`config.mk`:
```
export PLATFORM = sky130hd
export DESIGN_NAME = hamm_serial_tx
export DESIGN_NICKNAME = d
export VERILOG_FILES = /design/src/rtl/hamm_pkg.sv /design/src/rtl/hamm74_enc.sv /design/src/rtl/hamm_serial_tx.sv
export SDC_FILE = /design/constraint.sdc
export NUM_CORES = 1
export LEC_CHECK = 0
export CORE_UTILIZATION = 45
export DETAILED_ROUTE_END_ITERATION = 12
export PLACE_DENSITY_LB_ADDON = 0.15
export RECOVER_POWER = 100
export SYNTH_ARGS = -nofsm -noshare
export SYNTH_HDL_FRONTEND = slang
export SYNTH_HIERARCHICAL = 1
export SYNTH_SLANG_ARGS = --single-unit
```
`constraint.sdc`:
```
create_clock -name clk -period 1.7 [get_ports clk]
set_clock_uncertainty 0.15 [all_clocks]
set_input_delay 0.255 -clock clk [delete_from_list [all_inputs] [get_ports clk]]
set_output_delay 0.255 -clock clk [all_outputs]
set_load 0.005 [all_outputs]
```
`src/rtl/hamm_pkg.sv`:
```
// hamm_pkg: shared types and constants for the Hamming(7,4) transmit path.
//   state_t      - transmitter FSM states
//   CW_W/DATA_W  - codeword and data nibble widths
//   P1/P2/P4     - parity coverage masks over {d4,d3,d2,d1}
//   hamm74_cw()  - nibble -> codeword {d4,d3,d2,p4,d1,p2,p1}
package hamm_pkg;

  typedef enum logic [1:0] {
    IDLE  = 2'd0,
    SHIFT = 2'd1,
    GAPW  = 2'd2
  } state_t;

  localparam int CW_W   = 7;
  localparam int DATA_W = 4;

  localparam logic [DATA_W-1:0] P1 = 4'b1011;
  localparam logic [DATA_W-1:0] P2 = 4'b1101;
  localparam logic [DATA_W-1:0] P4 = 4'b1110;

  function automatic logic [CW_W-1:0] hamm74_cw(input logic [DATA_W-1:0] d);
    logic p1, p2, p4;
    p1 = ^(d & P1);
    p2 = ^(d & P2);
    p4 = ^(d & P4);
    return {d[3], d[2], d[1], p4, d[0], p2, p1};
  endfunction

endpackage

```
`src/rtl/hamm74_enc.sv`:
```
// hamm74_enc: combinational Hamming(7,4) encoder.
//   d  in  4 : data nibble, d[0]=d1 .. d[3]=d4
//   cw out 7 : codeword {d4,d3,d2,p4,d1,p2,p1}
module hamm74_enc
  import hamm_pkg::*;
(
  input  logic [DATA_W-1:0] d,
  output logic [CW_W-1:0]   cw
);

  assign cw = hamm74_cw(d);

endmodule

```
`src/rtl/hamm_serial_tx.sv`:
```
// hamm_serial_tx: encodes a NIB-nibble word into NIB Hamming(7,4) codewords
// (codeword k = frame[7k+6:7k]) and shifts the frame out LSB-first.
//   clk         in  1      : clock, rising edge
//   rst         in  1      : async active-high reset
//   d_in        in  4*NIB  : data word, nibble k = d_in[4k+3:4k]
//   in_valid    in  1      : d_in valid
//   in_ready    out 1      : word accepted at the next edge if in_valid
//   ser_out     out 1      : serial frame bit
//   ser_valid   out 1      : ser_out carries a frame bit
//   frame_start out 1      : high with frame bit 0
//   frame_last  out 1      : high with frame bit FW-1
//
// state | meaning
// IDLE  | waiting for a word, in_ready high (after first edge out of reset)
// SHIFT | emitting frame bits, one per cycle
// GAPW  | forced idle line for GAP cycles after a frame
module hamm_serial_tx
  import hamm_pkg::*;
#(
  parameter int NIB = 4,
  parameter int GAP = 2
) (
  input  logic              clk,
  input  logic              rst,
  input  logic [4*NIB-1:0]  d_in,
  input  logic              in_valid,
  output logic              in_ready,
  output logic              ser_out,
  output logic              ser_valid,
  output logic              frame_start,
  output logic              frame_last
);

  localparam int FW    = CW_W * NIB;
  localparam int CNT_W = (FW > 1) ? $clog2(FW) : 1;
  localparam int GAP_W = (GAP > 1) ? $clog2(GAP) : 1;

  localparam logic [CNT_W-1:0] LAST_BIT = CNT_W'(FW - 1);
  localparam logic [GAP_W-1:0] GAP_LOAD = GAP_W'((GAP > 0) ? GAP - 1 : 0);

  logic [FW-1:0]    frame_enc;
  logic [FW-1:0]    shreg;
  logic [CNT_W-1:0] bit_cnt;
  logic [GAP_W-1:0] gap_cnt;
  state_t           state;

  for (genvar k = 0; k < NIB; k++) begin : g_enc
    hamm74_enc u_enc (
      .d  (d_in[DATA_W*k +: DATA_W]),
      .cw (frame_enc[CW_W*k +: CW_W])
    );
  end

  // After FW shifts the register is all zeros, so the line idles low
  // outside SHIFT without extra gating.
  assign ser_out = shreg[0];

  always_ff @(posedge clk or posedge rst) begin
    if (rst) begin
      state       <= IDLE;
      shreg       <= '0;
      bit_cnt     <= '0;
      gap_cnt     <= '0;
      in_ready    <= 1'b0;
      ser_valid   <= 1'b0;
      frame_start <= 1'b0;
      frame_last  <= 1'b0;
    end else begin
      case (state)
        IDLE: begin
          if (in_valid && in_ready) begin
            shreg       <= frame_enc;
            bit_cnt     <= '0;
            in_ready    <= 1'b0;
            ser_valid   <= 1'b1;
            frame_start <= 1'b1;
            frame_last  <= (FW == 1);
            state       <= SHIFT;
          end else begin
            in_ready <= 1'b1;
          end
        end

        SHIFT: begin
          shreg       <= shreg >> 1;
          frame_start <= 1'b0;
          if (bit_cnt == LAST_BIT) begin
            bit_cnt    <= '0;
            ser_valid  <= 1'b0;
            frame_last <= 1'b0;
            if (GAP > 0) begin
              gap_cnt <= GAP_LOAD;
              state   <= GAPW;
            end else begin
              in_ready <= 1'b1;
              state    <= IDLE;
            end
          end else begin
            bit_cnt    <= bit_cnt + 1'b1;
            frame_last <= ((bit_cnt + 1'b1) == LAST_BIT);
          end
        end

        GAPW: begin
          if (gap_cnt == '0) begin
            in_ready <= 1'b1;
            state    <= IDLE;
          end else begin
            gap_cnt <= gap_cnt - 1'b1;
          end
        end

        default: begin
          in_ready <= 1'b0;
          state    <= IDLE;
        end
      endcase
    end
  end

endmodule

```
# Word level (Yosys, flattened, before mapping)
# Cells that the tools add are included.
[word_totals]
register_bits = 40
inputBits = 19
output_inout_bits = 5
[classes]
n_addsub = 2
n_eq_ne = 7
muxes = 22
n_bitwise = 1
reduce_logical = 21
[op_table]
columns = ["operator", "n"]
rows = [
  ["$pmux W28 S2", 1],
  ["$reduce_xor A4 Y1", 12],
  ["$mux W28", 1],
  ["$eq A5 B5 Y1 const B", 2],
  ["$mux W5", 2],
  ["$pmux W5 S2", 1],
  ["$mux W1", 8],
  ["$pmux W1 S2", 4],
  ["$mux W2", 3],
  ["$ne A2 B2 Y1 const B", 3],
  ["$pmux W2 S3", 1],
  ["$reduce_and A2 Y1", 3],
  ["$reduce_and A3 Y1", 2],
  ["$add A5 B1 Y5 const B", 1],
  ["$reduce_bool A2 Y1", 2],
  ["$pmux W1 S3", 1],
  ["$eq A2 B1 Y1 const B", 1],
  ["$eq A2 B2 Y1 const B", 1],
  ["$logic_not A2 Y1", 1],
  ["$logic_and A1 B1 Y1", 1],
  ["$not A1 Y1", 1],
  ["$sub A1 B1 Y1 const B", 1],
]

# Depth between registers and ports, before layout
# Gate-level depths: netlist (run 1).
[logic_depth]
ltp_word = 4
mapped_depth = 5

# Hierarchy
# Netlist (run 1), hierarchy kept.
[modules_own_cells]
columns = ["mod", "instances", "cells_each", "area_each_um2", "seq_area_each_um2"]
rows = [
  ["hamm_serial_tx", 1, 185, 1980.6, 1001.0],
  ["hamm74_enc", 4, 7, 101.3, 0.0],
]

# Worst setup path after synthesis (run 1)
# No wires, ideal clock.
[synth_timing]
path_kind = "register -> register"
start = "register bit_cnt[0]"
end = "register state[1]"
t_arrival_ns = 1.139
required_ns = 1.430
slack_ns = 0.291
stages_incl_launch_ff = 5
n_path_buf = 0
period_less_slack_ns = 1.409
path_cell_list = "dfrtp_1 -> ha_1 -> nand4b_1 -> nor2_1 -> a31o_2"
[synth_between]
elab_chain_cells = 3
[synth_rtl]
columns = ["item", "line_no", "text"]
rows = [
  ["from (decl)", "hamm_serial_tx.sv:43", "logic [CNT_W-1:0] bit_cnt;"],
  ["from (signal assigned)", "hamm_serial_tx.sv:99", "bit_cnt <= bit_cnt + 1'b1;"],
  ["$eq A5 B5 Y1", "hamm_serial_tx.sv:87", "if (bit_cnt == LAST_BIT) begin"],
  ["$ne A2 B2 Y1 (no line)", "n/a", ""],
  ["$reduce_and A3 Y1 (no line)", "n/a", ""],
  ["to (signal assigned)", "hamm_serial_tx.sv:93", "state <= GAPW;"],
  ["to (signal assigned)", "hamm_serial_tx.sv:96", "state <= IDLE;"],
  ["to (signal assigned)", "hamm_serial_tx.sv:107", "state <= IDLE;"],
  ["to (decl)", "hamm_serial_tx.sv:45", "state_t state;"],
]
# Every way passes these cells.
# A chain may end at the register's enable or synchronous reset.

# Final worst setup path (run 1)
[layout_timing]
start = "register frame_last"
end = "output frame_last"
[layout_rtl]
columns = ["item", "line_no", "text"]
rows = [
  ["from (decl)", "hamm_serial_tx.sv:31", "output logic frame_last"],
  ["from (signal assigned)", "hamm_serial_tx.sv:77", "frame_last <= (FW == 1);"],
  ["from (signal assigned)", "hamm_serial_tx.sv:100", "frame_last <= ((bit_cnt + 1'b1) == LAST_BIT);"],
]
# No word-level cell between the ends.

==> metrics.yaml, run 1 <==
outcome: "finished, final reports clean"
whs_ps: 362.2
drive_above_1_share: 0.1145
max_slew.worst_pin.slew_ps: 994.7
cp_max_fo: 2
drtIter0Drc: 82
ys_ff_latch: 40
setup-violations-final: 0
max_stage_delay_ps: 570
via_per_inst: 5.330
clk_pin_slew_worst_paths_ps: 70
die_area_mm2: 0.005597
synth-seq-area-share: 0.4195
first_pass_iters: 4
antenna_found_initial: 0
cts_made_buffers: 5
power_mw: 3.481
rsz0062_at_grt: "no"
crit_arrival_ps: 1230
diodes: 0
synth-warning-count: 6
syn_area_mm2: 0.002386
final_util: 0.5223
min_period_ps: 1633
routedWlPerCell_um: 14.80
synth.top_cell.area_share: 0.4195
cp_slowest_cell: "dlygate4sd3_1"
drv_slew: 0
routabilityCongestion: 0.7960
ios: 24
clock-sinks: 40
htree_levels: 2
synth_area_leaders: "dfrtp_1 42%, xor3_1 12%, mux2i_1 12%, o21ai_0 9.4%, buf_4 5.3%"
cts_root_buf: "clkbuf_8"
cts_buffer_depth: 2
dp.cells: 290
leakage_nw: 1.234
die_width_um: 74.82
insertion_delay_ps: 300
io_buffers: 23
core_area_mm2: 0.005107
grt_max_degree: 41
antenna_left: 0
synth_area_per_cell_um2: 11.20
finalCritPeriodShare: 0.9603
hold_viol: 0
syn-num-nets: 234
nets: 248
hpwl_um: 3044
crit_family: "buffers and inverters"
hold_class: "reg -> reg"
max_slew_margin: 0.3369
fin_cells: 297
path_cells: "dlygate4sd3_1"
critPathBufInv: 1
cp-end-kind: "output port"
timing.fmax_ghz: 0.6125
route.detailed.drc: 0
ys_types: 37
die_h_um: 74.82
start_util: 0.4672
hold_buffers: 0
synth_top_cell_by_area: "dfrtp_1"
maxCapViolCount: 0
grt_usage: 0.1837
netlist_instances: 213
grt_pass1_wl_um: 7734
critPathKind: "reg -> out"
area_growth_pct: 11.80
ir_worst_vdd_uv: 679.9
tritoncts: "built"
num_rows: 26
start_kind: "flop"
cts_setup_buffers: 0
grt_pass1_vias: 1672
gr-total-overflow: 0
p_per_area_mw_per_mm2: 1305
wl_um: 4397
worstPathRequired_ps: 1290
vias: 1583
[where the power goes]
part	switching, mW	internal, mW	total [mW]
sequential	0.256	1.35	1.60
clock	0.327	0.279	0.606
combinational	0.609	0.663	1.27
[cells in the mapped netlist (all sizes together)]
cell     number
or2           1
nor3b         1
a211oi        1
buf          23
o21ai        60
and3b         1
nand4         1
mux2i        28
a21o          1
nand3         3
clkbuf        8
nand2         6
inv           4
xor2          1
o31ai         3
a21oi         2
nand2b        1
ha            2
o32a          1
xnor2         1
and2b         1
o2bb2ai       3
nor2          3
nor2b         1
a22oi         1
nand4b        1
dfrtp        40
xor3         12
nand3b        1
a31o          1
[kinds of logic after synthesis]
logic type | Yosys count | synth area share
simple gates | 21 | 0.05140
flops | 40 | 0.4195
xor+xnor | 14 | 0.1269
fa+ha+maj | 2 | 0.01049
buf+inv | 35 | 0.1028
compound gates | 73 | 0.1715
mux | 28 | 0.1175
[registers in the layout, indices dropped and copies added (netlist names)]
signal / flops
shreg: 28
bit_cnt: 5
state: 2
frame_last: 1
frame_start: 1
gap_cnt: 1
in_ready: 1
ser_valid: 1
[timing repair]
item / CTS / global route
resized for setup: 0 / 3
setup endpoints to repair: 0 / 4
endpoints found under the hold margin: 0 / 0
[cell usage in the layout (no fill, tap or decap), drive strengths merged, types with 2 or more instances in the layout]
cell,Yosys,routed
a21oi,2,2
buf,23,13
clkbuf,8,8
clkdlybuf4s50,0,20
dfrtp,40,40
dlygate4sd3,0,3
ha,2,2
inv,4,4
mux2i,28,28
nand2,6,6
nand3,3,3
nor2,3,3
o21ai,60,60
o2bb2ai,3,3
o31ai,3,3
xor3,12,12
[per-layer routing]
layer / vias to the layer above / GRT usage / part of all wire
met3: 6 / 0.04552 / 0.034
met5: - / 0 / 0
met1: 774 / 0.2399 / 0.51
met2: 24 / 0.3023 / 0.45
li1: 779 / - / -
met4: 0 / 0.05660 / 0.013
[stage by stage]
| stage | setup WS [ps] | TNS (ps) | area [um^2] |
|---|---|---|---|
| 6_report | 67.47 | 0 | 2668 |
| 5_1_grt | 20.06 | 0 | 2668 |
| 4_1_cts | 28.50 | 0 | 2689 |
| 3_5_place_dp | -70.84 | -463.3 | 2611 |
| 3_3_place_gp | -33.78 | -108.9 | 2611 |
| 2_1_floorplan | 290.6 | 0 | 2386 |
[cell type report]
cell class                      count  area, um^2
Tap cell                           70       87.58
Timing Repair Buffer               38       350.3
Sequential cell                    40        1002
Inverter                            4       15.01
Multi-Input combinational cell    138        1135
Clock inverter                      1       5.005
Fill cell                         487        2440
Clock buffer                        6       72.57
[path summary, 6_finish.rpt]
kind                                     endpoint                    from  cells past startpoint  slack (ps)
min in group asynchronous    shreg[7]$_DFFE_PP0P_                     rst                      3         420
setup / recovery                       frame_last  frame_last$_DFFE_PP0P_                      1          70
hold reg to reg            frame_last$_DFFE_PP0P_  frame_last$_DFFE_PP0P_                      2         360
setup reg to reg            shreg[19]$_DFFE_PP0P_    state[0]$_DFFE_PP0P_                      4         120
hold / removal             frame_last$_DFFE_PP0P_  frame_last$_DFFE_PP0P_                      2         360
max in group asynchronous    in_ready$_DFFE_PP0P_                     rst                      3         290
No activity file was read; power rests on OpenSTA's default activity.
==> run 2: changes to the inputs <==
--- a/config.mk
+++ b/config.mk
@@ -5,7 +5,8 @@
 export SDC_FILE = /design/constraint.sdc
 export NUM_CORES = 1
 export LEC_CHECK = 0
-export CORE_UTILIZATION = 45
+export CAP_MARGIN = 25
+export CORE_UTILIZATION = 35
 export DETAILED_ROUTE_END_ITERATION = 12
 export PLACE_DENSITY_LB_ADDON = 0.15
 export RECOVER_POWER = 100
==> run 2 against run 1 <==
Net effect:
- utilization fell by 10 points
- global-route usage decreased by 4.0 points
- clock power increased by 9.9%
- final area rose by 1.5%
- power up 1.3%
- combinational power hardly changed
- count of clock-buffer cells in the layout is 2 higher
- sequential share of layout area down 0.57 points
- worst setup slack lost 12 ps
- sequential cell count is the same
- largest power group unchanged
- final cell count increased by 3.7%
- fmax is 0.73% lower
- the flow now finishes with violations (design-rule violations)
==> metrics.yaml, run 2 (same netlist as run 1, synthesis figures left out) <==
top_register: "shreg"
clkPwrFrac: 0.189  # +0.015
ir_worst_vdd_uv: 586.1  # -14%
clk_pin_slew_worst_paths_ps: 80  # about the same
leakage_nw: 1.245  # +0.95%
hold_viol: 0  # unchanged
outcome: "complete, but fails checks"
fin_area_mm2: 0.002709  # +1.5%
finalCritPeriodShare: 0.9674  # +0.007051
swShare: 0.3369  # -0.005569
htree_levels: 2  # unchanged
layout_commonest_cell: "o21ai_0"
wl_um: 4571  # +4.0%
core_area_mm2: 0.006459  # +26%
switching_power_mw: 1.188  # -0.36%
maxCapViolCount: 0  # unchanged
num_rows: 29  # +12%
vias: 1588  # +0.32%
p_per_area_mw_per_mm2: 1302  # -0.25%
worstPathRequired_ps: 1290  # about the same
critPathKind: "reg -> out"
max_slew_margin: 0.3280  # -0.008862
rsz0062_at_grt: "no"
cts_made_buffers: 5  # unchanged
max_slew.worst_pin.slew_ps: 1008  # +13.29 ps
timing.fmax_ghz: 0.6081  # -0.73%
nets: 251  # +1.2%
routabilityCongestion: 0.6792  # -15%
power_mw: 3.526  # +1.3%
routedWlPerCell_um: 14.84  # +0.24%
hold_path_depth: 2  # unchanged
cts_root_buf: "clkbuf_8"
fin_setup_tns_ps: 0  # unchanged
die_area_mm2: 0.007151  # +28%
placed_area_mm2: 0.002655  # +1.7%
diodes: 0  # unchanged
tritoncts: "built"
rrSetupSlack_ps: 150  # +30 ps
largestRegisters: "shreg x28, bit_cnt x5, state x2"
insertion_delay_ps: 290  # about the same
grt_pass1_wl_um: 8004  # +3.5%
antenna_found_initial: 0  # unchanged
start_kind: "flop"
setup-violations-final: 0  # unchanged
die_h_um: 84.57  # +13%
cts_buffer_depth: 2  # unchanged
grt_max_degree: 41  # unchanged
power_frac_comb: 0.359  # -0.006
drive_above_1_share: 0.1212  # +0.006675
io_buffers: 23  # unchanged
whs_ps: 356.2  # -5.965 ps
hold_buffers: 0  # unchanged
drtIter0Drc: 92  # +12%
gr-total-overflow: 0  # unchanged
route.detailed.drc: 7  # +7
hold_class: "reg -> reg"
crit_arrival_ps: 1240  # about the same
path_cells: "dlygate4sd3_1"
grt_pass1_vias: 1599  # -4.4%
cp_max_fo: 2  # unchanged
largest_register_ffs: 28  # unchanged
failed_checks: "design-rule violations"
die_width_um: 84.57  # +13%
cp-end-kind: "output port"
pwr-share-seq: 0.452  # -0.008
intPower_mw: 2.338  # +2.1%
crit_family: "buffers and inverters"
max_stage_delay_ps: 570  # about the same
final_util: 0.4194  # -0.1029
hpwl_um: 3109  # +2.1%
grt_usage: 0.1438  # -0.03982
cp_slowest_cell: "dlygate4sd3_1"
min_period_ps: 1645  # +11.99 ps
drv_slew: 0  # unchanged
start_util: 0.3694  # -0.09774
worstRegToRegCells: 4  # unchanged
clock-sinks: 40  # unchanged
first_pass_iters: 8  # +4
antenna_left: 0  # unchanged
final_cell_mix: "53 x o21ai_0, 39 x dfrtp_1, 28 x mux2i_1, 21 x clkdlybuf4s50_1, 13 x buf_4"
cp.depth: 1  # unchanged
critPathBufInv: 1  # unchanged
area_growth_pct: 13.53
ios: 24  # unchanged
via_per_inst: 5.156  # -3.3%
-- run 2: cell types whose count changed in the layout (fill, tap and decap cells not counted), sizes merged --
cell / before / now
clkdlybuf4s50: 20 / 21
buf: 13 / 15
clkinv: 1 / 0
clkbuf: 8 / 11
dlygate4sd3: 3 / 2
-- run 2: path summary, 6_finish.rpt --
path / from / end
max: ser_valid$_DFFE_PP0P_ / ser_valid
min reg2reg: ser_valid$_DFFE_PP0P_ / ser_valid$_DFFE_PP0P_
min in group asynchronous: rst / shreg[1]$_DFFE_PP0P_
max in group asynchronous: rst / in_ready$_DFFE_PP0P_
max reg2reg: state[1]$_DFFE_PP0P_ / shreg[9]$_DFFE_PP0P_
min: ser_valid$_DFFE_PP0P_ / ser_valid$_DFFE_PP0P_
-- run 2: metrics by stage --
step	std cells	setup slack, ps
5_1_grt	308	19.47
3_5_place_dp	300	-68.04
2_1_floorplan	213	290.6
6_report	308	55.48
3_3_place_gp	300	-56.54
4_1_cts	308	35.15
-- run 2: power by group through the flow --
stage	Clock [mW]	Combinational, mW	Sequential [mW]
floorplan	0	1.05	1.53
global placement	0	1.33	1.61
detailed placement	0	1.34	1.61
CTS	0.677	1.35	1.60
global route	0.725	1.43	1.66
finish	0.666	1.26	1.60
-- run 2: final cells by class --
| class | instances | area (um^2) |
|---|---|---|
| clock buffer | 8 | 90.09 |
| fill | 633 | 3750 |
| inverter | 4 | 15.01 |
| multi-input combinational | 138 | 1131 |
| sequential | 40 | 1002 |
| tap | 77 | 96.34 |
| timing repair buffer | 41 | 374.1 |
-- run 2: repair_timing --
action,CTS,global route
hold endpoints to repair,0,0
resized for setup,0,1
endpoints found under the setup margin,0,1
setup buffers,0,0
-- run 2: layer usage --
metal  wire length [um]  global-route usage
met5                  0                   0
met3                143             0.02950
met4                 81             0.06009
met1               2251              0.1969
met2               2095              0.2225
==> run 3: changes to the inputs <==
--- a/config.mk
+++ b/config.mk
@@ -7,6 +7,7 @@
 export LEC_CHECK = 0
 export CAP_MARGIN = 25
 export CORE_UTILIZATION = 35
+export CTS_BUF_LIST = sky130_fd_sc_hd__clkbuf_4 sky130_fd_sc_hd__clkbuf_8
 export DETAILED_ROUTE_END_ITERATION = 12
 export PLACE_DENSITY_LB_ADDON = 0.15
 export RECOVER_POWER = 100
==> run 3 against run 2 <==
Net effect:
- the flow still finishes with violations (design-rule violations)
- final cell count unchanged
- fmax up 0.15%
- routed wire length up 0.83%
- sequential power about the same
- worst hold slack about the same
- combinational power about the same
- count of clock-buffer cells in the layout unchanged
- worst setup slack better by 2.5 ps
- first-iteration DRC count down 26%
- sequential share of layout area down 0.10 points
- critical endpoint is now ser_out
- largest cell class unchanged
==> metrics.yaml, run 3 (same netlist as run 1, synthesis figures left out) <==
outcome: "complete, but fails checks"
failed_checks: "design-rule violations"
cts_made_buffers: 5  # unchanged
timing.fmax_ghz: 0.6090  # +0.15%
whs_ps: 356.2  # +0.03000 ps
ir_worst_vdd_uv: 568.3  # -3.0%
tritoncts: "built"
grt_usage: 0.1438  # unchanged
first_pass_iters: 8  # unchanged
cp_slowest_cell: "dlygate4sd3_1"
max_slew_margin: 0.3246  # -0.003401
antenna_found_initial: 0  # unchanged
hpwl_um: 3109  # unchanged
final_cell_mix: "53 x o21ai_0, 39 x dfrtp_1, 28 x mux2i_1, 21 x clkdlybuf4s50_1, 13 x buf_4"
p_per_area_mw_per_mm2: 1310  # +0.67%
cts_root_buf: "clkbuf_8"
critPathKind: "reg -> out"
num_rows: 29  # unchanged
wl_um: 4609  # +0.83%
crit_arrival_ps: 1240  # about the same
max_slew.worst_pin.slew_ps: 1013  # +5.101 ps
area_growth_pct: 13.84
start_kind: "flop"
fin_area_mm2: 0.002716  # +0.28%
cp_max_fo: 2  # unchanged
maxCapViolCount: 0  # unchanged
die_width_um: 84.57  # unchanged
finalCritPeriodShare: 0.9659  # -0.001476
nets: 251  # unchanged
final-seq-area_mm2: 0.001002  # unchanged
core_area_mm2: 0.006459  # unchanged
htree_levels: 2  # unchanged
route.detailed.drc: 7  # unchanged
grt_pass1_wl_um: 7997  # about the same
antenna_left: 0  # unchanged
path_cells: "dlygate4sd3_1"
routabilityCongestion: 0.6792  # unchanged
routedWlPerCell_um: 14.96  # +0.83%
largest_register_ffs: 28  # unchanged
clock-sinks: 40  # unchanged
drtIter0Drc: 68  # -26%
drive_above_1_share: 0.1299  # +0.008658
ios: 24  # unchanged
grt_pass1_vias: 1602  # +0.19%
clk_pin_slew_worst_paths_ps: 80  # about the same
multiInputGateArea_mm2: 0.001131  # unchanged
layout_commonest_cell: "o21ai_0"
die_area_mm2: 0.007151  # unchanged
top_register: "shreg"
largestRegisters: "shreg x28, bit_cnt x5, state x2"
use_met1: 0.1975  # +0.0006250
cts_buffer_depth: 2  # unchanged
n_fill_cell: 633  # unchanged
use_met3: 0.02950  # unchanged
start_util: 0.3694  # unchanged
power_mw: 3.559  # +0.95%
hold_viol: 0  # unchanged
max_stage_delay_ps: 570  # about the same
setup-violations-final: 0  # unchanged
io_buffers: 23  # unchanged
gr-total-overflow: 0  # unchanged
hold_class: "reg -> reg"
min_period_ps: 1642  # -2.509 ps
critPathBufInv: 1  # unchanged
busiest_layer: "met2"
worstPathRequired_ps: 1290  # about the same
rsz0062_at_grt: "no"
hold_buffers: 0  # unchanged
die_h_um: 84.57  # unchanged
cp-end-kind: "output port"
leakage_nw: 1.252  # +0.55%
via_per_inst: 5.175  # +0.38%
insertion_delay_ps: 290  # about the same
diodes: 0  # unchanged
placed_area_mm2: 0.002655  # unchanged
drv_slew: 0  # unchanged
crit_family: "buffers and inverters"
grt_max_degree: 41  # unchanged
use_met2: 0.2217  # -0.0007391
vias: 1594  # +0.38%
-- run 3: final cells by class --
class,count,area share
Multi-Input combinational cell,138,0.4164
Sequential cell,40,0.3690
Inverter,4,0.005527
Timing Repair Buffer,41,0.1377
Tap cell,77,0.03547
Clock buffer,8,0.03593
-- run 3: final timing paths --
path,start,to,slack [ps],cells past startpoint
max,shreg[0]$_DFFE_PP0P_,ser_out,60,1
min,ser_valid$_DFFE_PP0P_,ser_valid$_DFFE_PP0P_,360,2
max reg2reg,state[1]$_DFFE_PP0P_,shreg[9]$_DFFE_PP0P_,130,4
min reg2reg,ser_valid$_DFFE_PP0P_,ser_valid$_DFFE_PP0P_,360,2
max in group asynchronous,rst,in_ready$_DFFE_PP0P_,290,3
min in group asynchronous,rst,shreg[1]$_DFFE_PP0P_,430,3
-- run 3: where the power goes --
part | leakage, nW | total, mW | switching, mW | internal (mW)
combinational | 0.703 | 1.27 | 0.608 | 0.660
clock | 0.0523 | 0.695 | 0.331 | 0.363
sequential | 0.497 | 1.60 | 0.250 | 1.35
total | 1.25 | 3.56 | 1.19 | 2.37
-- run 3: what timing repair did --
| action | CTS | global route |
|---|---|---|
| setup buffers | 0 | 0 |
| endpoints found under the hold margin | 0 | 0 |
| resized for setup | 0 | 1 |
| setup endpoints to repair | 0 | 1 |
-- run 3: per-stage QoR --
step           setup slack, ps    util  TNS (ps)  instances
2_1_floorplan            290.6       -         0        213
4_1_cts                  34.09  0.4262         0        308
5_1_grt                  20.17  0.4206         0        308
6_report                 57.99  0.4206         0        308
3_3_place_gp            -56.54  0.4111    -331.0        300
3_5_place_dp            -68.04  0.4111    -482.4        300
-- run 3: layer usage --
layer / share of wire / up-vias
met4: 0.018 / 0
met2: 0.46 / 29
met5: 0 / -
met3: 0.039 / 7
met1: 0.49 / 782
li1: - / 776
